==> src/rtl/pwm_pkg.sv <==
// Shared definitions for the PWM capture block: FSM states and default counter width.
package pwm_pkg;

    localparam int PWM_CNT_W = 11;

    typedef enum logic {
        IDLE = 1'b0,
        MEAS = 1'b1
    } state_e;

endpackage

==> src/rtl/pwm_sync.sv <==
// Two-flop synchronizer plus a delay flop for any asynchronous single-bit input.
// Provides the synchronized level and a one-cycle rising-edge strobe.
module pwm_sync (
    input  logic clk,
    input  logic rst_n,
    input  logic din,
    output logic s,
    output logic rise
);

    logic meta;
    logic s_d;

    // NOTE: non-blocking assignments so every flop samples its pre-edge input; blocking would collapse the chain.
    always_ff @(posedge clk or negedge rst_n) begin
        if (!rst_n) begin
            meta <= 1'b0;
            s    <= 1'b0;
            s_d  <= 1'b0;
        end else begin
            meta <= din;
            s    <= meta;
            s_d  <= s;
        end
    end

    assign rise = s & ~s_d;

endmodule

==> src/rtl/pwm_capture.sv <==
// Measures high time and period of an asynchronous PWM input, one result per period,
// rejecting short glitch periods and flagging an input that stops toggling.
module pwm_capture
    import pwm_pkg::*;
#(
    parameter int CNT_W      = PWM_CNT_W,
    parameter int MIN_PERIOD = 4
) (
    input  logic             clk,
    input  logic             rst_n,
    input  logic             PWM_in,
    output logic [CNT_W-1:0] high_out,
    output logic [CNT_W-1:0] period_out,
    output logic             meas_vld,
    output logic             glitch_err,
    output logic             stuck,
    output logic             stuck_lvl
);

    localparam logic [CNT_W-1:0] CNT_MAX = '1;
    localparam logic [CNT_W-1:0] CNT_ONE = CNT_W'(1);
    localparam logic [CNT_W-1:0] CNT_MIN = CNT_W'(MIN_PERIOD);

    state_e           state_q;
    state_e           state_d;
    logic [CNT_W-1:0] per_cnt;
    logic [CNT_W-1:0] hi_cnt;
    logic             s;
    logic             rise;

    logic             timeout;
    logic             meas_ok;
    logic             glitch;

    logic [CNT_W-1:0] high_d;
    logic [CNT_W-1:0] period_d;
    logic             vld_d;
    logic             glitch_d;
    logic             stuck_d;
    logic             lvl_d;

    pwm_sync u_sync (
        .clk  (clk),
        .rst_n(rst_n),
        .din  (PWM_in),
        .s    (s),
        .rise (rise)
    );

    // A rise coinciding with saturation wins over the timeout.
    assign timeout = (per_cnt == CNT_MAX) && !rise;
    assign meas_ok = rise && (state_q == MEAS) && (per_cnt >= CNT_MIN);
    assign glitch  = rise && (state_q == MEAS) && (per_cnt < CNT_MIN);

    always_ff @(posedge clk or negedge rst_n) begin
        if (!rst_n) state_q <= IDLE;
        else        state_q <= state_d;
    end

    always_comb begin
        state_d = state_q;
        case (state_q)
            IDLE:    if (rise)    state_d = MEAS;
            MEAS:    if (timeout) state_d = IDLE;
            default:              state_d = IDLE;
        endcase
    end

    // NOTE: every output gets a default before the branches so no path leaves it unassigned (no latch).
    always_comb begin
        high_d   = high_out;
        period_d = period_out;
        vld_d    = 1'b0;
        glitch_d = 1'b0;
        stuck_d  = stuck;
        lvl_d    = stuck_lvl;
        if (meas_ok) begin
            high_d   = hi_cnt;
            period_d = per_cnt;
            vld_d    = 1'b1;
            stuck_d  = 1'b0;
        end else if (glitch) begin
            glitch_d = 1'b1;
        end else if (timeout) begin
            stuck_d  = 1'b1;
            lvl_d    = s;
            high_d   = s ? CNT_MAX : '0;
            period_d = '0;
        end
    end

    always_ff @(posedge clk or negedge rst_n) begin
        if (!rst_n) begin
            per_cnt    <= '0;
            hi_cnt     <= '0;
            high_out   <= '0;
            period_out <= '0;
            meas_vld   <= 1'b0;
            glitch_err <= 1'b0;
            stuck      <= 1'b0;
            stuck_lvl  <= 1'b0;
        end else begin
            if (rise) begin
                per_cnt <= CNT_ONE;
                hi_cnt  <= CNT_ONE;
            end else if (timeout) begin
                per_cnt <= '0;
                hi_cnt  <= '0;
            end else begin
                if (per_cnt != CNT_MAX)      per_cnt <= per_cnt + CNT_ONE;
                if (s && hi_cnt != CNT_MAX)  hi_cnt  <= hi_cnt + CNT_ONE;
            end
            high_out   <= high_d;
            period_out <= period_d;
            meas_vld   <= vld_d;
            glitch_err <= glitch_d;
            stuck      <= stuck_d;
            stuck_lvl  <= lvl_d;
        end
    end

endmodule

==> config.mk <==
export PLATFORM = sky130hd
export DESIGN_NAME = pwm_capture
export DESIGN_NICKNAME = d
export VERILOG_FILES = /design/src/rtl/pwm_pkg.sv /design/src/rtl/pwm_sync.sv /design/src/rtl/pwm_capture.sv
export SDC_FILE = /design/constraint.sdc
export NUM_CORES = 1
export LEC_CHECK = 0
export CORE_ASPECT_RATIO = 1.4
export CORE_MARGIN = 1.5
export CORE_UTILIZATION = 25
export DETAILED_ROUTE_END_ITERATION = 12
export PLACE_DENSITY = 0.46
export SLEW_MARGIN = 0
export SYNTH_ARGS = -nofsm -noshare
export SYNTH_HDL_FRONTEND = slang
export SYNTH_HIERARCHICAL = 1
export SYNTH_SLANG_ARGS = --single-unit
==> constraint.sdc <==
create_clock -name clk -period 2.4 [get_ports clk]
set_clock_uncertainty 0.15 [all_clocks]
set_input_delay 0.48 -clock clk [delete_from_list [all_inputs] [get_ports clk]]
set_output_delay 0.48 -clock clk [all_outputs]
set_load 0.01 [all_outputs]
==> impl_metrics.tcl <==
set metrics [dict create \
    clk_pin_slew_ps 70 \
    core_mm2 0.00898 \
    p_per_area_mw_per_mm2 853 \
    grt_pass1_wl_um 8490 \
    synth_top_family_by_area "simple AND/OR/NAND/NOR gates" \
    drc 0 \
    grt_pass1_vias 1652 \
    synthSimpleGateAreaFrac_pct 19.4 \
    maxCapViolations 0 \
    setup_viol 0 \
    fmaxAchievable_ghz 0.445 \
    cp.depth 5 \
    synthXorXnorAreaFrac_pct 4.93 \
    nets 259 \
    crit_arrival_ps 2270 \
    synth_area_leaders "dfrtp_1 (56%), a221o_1 (4.8%), nand2_1 (4.2%), nor2_1 (3.1%), o21ai_0 (2.8%)" \
    gp_congestion 0.751 \
    status "finished clean" \
    synth-compound-area-share_pct 13.4 \
    fp.dieH_um 117 \
    die_w_um 84.2 \
    io_buffers 28 \
    n_antenna_cell 0 \
    numCtsBuffers 5 \
    clockBufferDepth 2 \
    rsz0062_at_grt "false" \
    synth-adder-area-share_pct 1.63 \
    first_pass_iters 4 \
    path_cells "ha_1 -> nand4_2 -> or4_4 -> nor2b_4 -> a221o_1" \
    netlist_instances 217 \
    slew-limit-headroom_pct 59.0 \
    cp_top_family "simple AND/OR/NAND/NOR gates" \
    ir_drop_mv 0.372 \
    reg2reg_depth 5 \
    netlist_area_mm2 0.00231 \
    cts_hold_buf 0 \
    path_class "reg -> reg" \
    fillCellCount 891 \
    synth.area.mux_share_pct 0.868 \
    drv_slew 0 \
    clockRootBuffer "clkbuf_16" \
    hold_class "in -> async" \
    track_usage_pct 10.9 \
    yosys_most_used_dff "dfrtp_1" \
    synth_top_area_share_pct 56.4 \
    tightestPinTransition_ps 616 \
    post_cts_resized 0 \
    via_per_inst 4.74 \
    crit_required_ps 2420 \
    layout-drive-gt1-share_pct 10.2 \
    clk-insertion-delay-late_ps 290 \
    finalCriticalPeriod_ps 2250 \
    grt_max_degree 28 \
    path_buf_inv 0 \
    cpPeakStageDelay_ps 610 \
    drt_iter0_drc 101 \
    start_util_pct 25.7 \
    grt_antenna_before_repair 0 \
    gr-total-overflow 0 \
    wl_per_cell_um 13.9 \
    crit_fanout 11 \
    postRouteAntennaNets 0 \
    syn-num-nets 223 \
    die-area_mm2 0.00982 \
    synth-edff-count 0 \
    cts.htree.levels 2 \
    syn_avg_cell_area_um2 10.6 \
    fin_setup_tns_ps 0 \
    pin_count 29 \
    layout.cells.non_filler 361 \
    cp-end-kind "flop" \
    ys_ff_latch 52 \
    cts_tree "yes" \
    drt-total-wl_um 5000 \
    area_growth_pct 27.9 \
    finalCritPeriodShare_pct 93.6 \
    leakagePower_nw 1.34 \
    clock-sinks 52 \
    ys_seq_area_share_pct 56.4 \
    async_flop_share_pct 100 \
    vias 1712 \
    yosysTopAreaCell "dfrtp_1" \
    place_inst 353 \
    postCtsSetupBuffers 0 \
    slowest_stage "or4_4" \
    hold_violations 0 \
    ys_types 37 \
    rows 41 \
    ys.warnings.count 6 \
    start_kind "flop" \
    hpwl_um 3550 \
]
## stage by stage
stage / worst slack (ps) / hold WS, ps / utilization, % / cell area (um^2) / power (mW)
final: 153 / 48.0 / 32.9 / 2950 / 2.52
after global routing: 57.1 / 90.9 / 32.9 / 2950 / 2.66
after detailed placement: 157 / 188 / 30.8 / 2770 / 1.69
after global placement: 218 / 189 / 30.8 / 2770 / 1.68
after floorplan: 234 / 34.4 / - / 2310 / 1.41
after CTS: 144 / 73.3 / 32.9 / 2950 / 2.56
## worst register-to-register path: stages, from the launching register on
cell and delay, ps:
dfrtp_1 430, ha_1 240, nand4_2 190, or4_4 610
nor2b_4 190, a221o_1 310
## per-layer routing
layer  GRT usage (%)  vias to the layer above  wire length [um]
met5               0                        -                 0
met4            4.26                        0                87
met3            2.12                        5               127
met2            17.7                       30              2420
met1            14.4                      836              2360
li1                -                      841                 -
## area by class of cell
type	count	area [um^2]	area share (%)
sequential	52	1300	44.1
multi-input combinational	148	936	31.7
timing repair buffer	39	370	12.6
clock buffer	7	153	5.17
tap	107	134	4.54
clock inverter	1	30.0	1.02
inverter	7	26.3	0.891
## final timing paths
path | from | end | slack, ps
min in group clk | u_sync/meta$_DFF_PN0_ | u_sync/s$_DFF_PN0_ | 200
min reg2reg | u_sync/meta$_DFF_PN0_ | u_sync/s$_DFF_PN0_ | 200
max reg2reg | per_cnt[0]$_DFFE_PN0P_ | high_out[3]$_DFFE_PN0P_ | 150
max in group asynchronous | rst_n | high_out[1]$_DFFE_PN0P_ | 1480
max | per_cnt[0]$_DFFE_PN0P_ | high_out[3]$_DFFE_PN0P_ | 150
min | rst_n | period_out[0]$_DFFE_PN0P_ | 50
## synthesized netlist by cell type, types with 6 or more instances
library cell / number
inv_1: 7
nor2_1: 19
xor2_1: 6
o21ai_0: 13
a21oi_1: 7
nand4_1: 6
a221o_1: 11
xnor2_1: 7
and3_1: 6
nand3_1: 8
dfrtp_1: 52
nand2_1: 26
## registers in the layout, indices dropped and copies added (netlist names)
register,count
stuck_lvl,1
period_out,11
meas_vld,1
hi_cnt,11
u_sync/s,1
high_out,11
stuck,1
glitch_err,1
state_q,1
per_cnt,11
u_sync/s_d,1
u_sync/meta,1
## cell usage in the layout, fill, tap and decap left out, types with 5 or more instances in the layout
cell             Yosys  routed
dfrtp_1             52      52
clkdlybuf4s50_1      0      27
nand2_1             26      26
nor2_1              19      19
o21ai_0             13      13
a221o_1             11      11
buf_4                0      10
nand3_1              8       8
inv_1                7       7
xnor2_1              7       7
a21oi_1              7       7
xor2_1               6       6
nand4_1              6       6
and3_1               6       6
clkbuf_16            0       5
## logic make-up (layout without fill, tap and decap cells)
group	after synthesis	in the layout
compound gates	44	44
xor+xnor	13	13
fa+ha+maj	3	3
buf+inv	17	54
flops	52	52
mux	2	2
simple gates	86	86
## where the power goes
part | leakage, nW | switching [mW] | total, mW | internal, mW
clock network | 0.0901 | 0.310 | 0.859 | 0.549
logic | 0.554 | 0.256 | 0.528 | 0.273
registers | 0.694 | 0.125 | 1.13 | 1.00
Note: power is estimated with default switching activity, not from simulation.
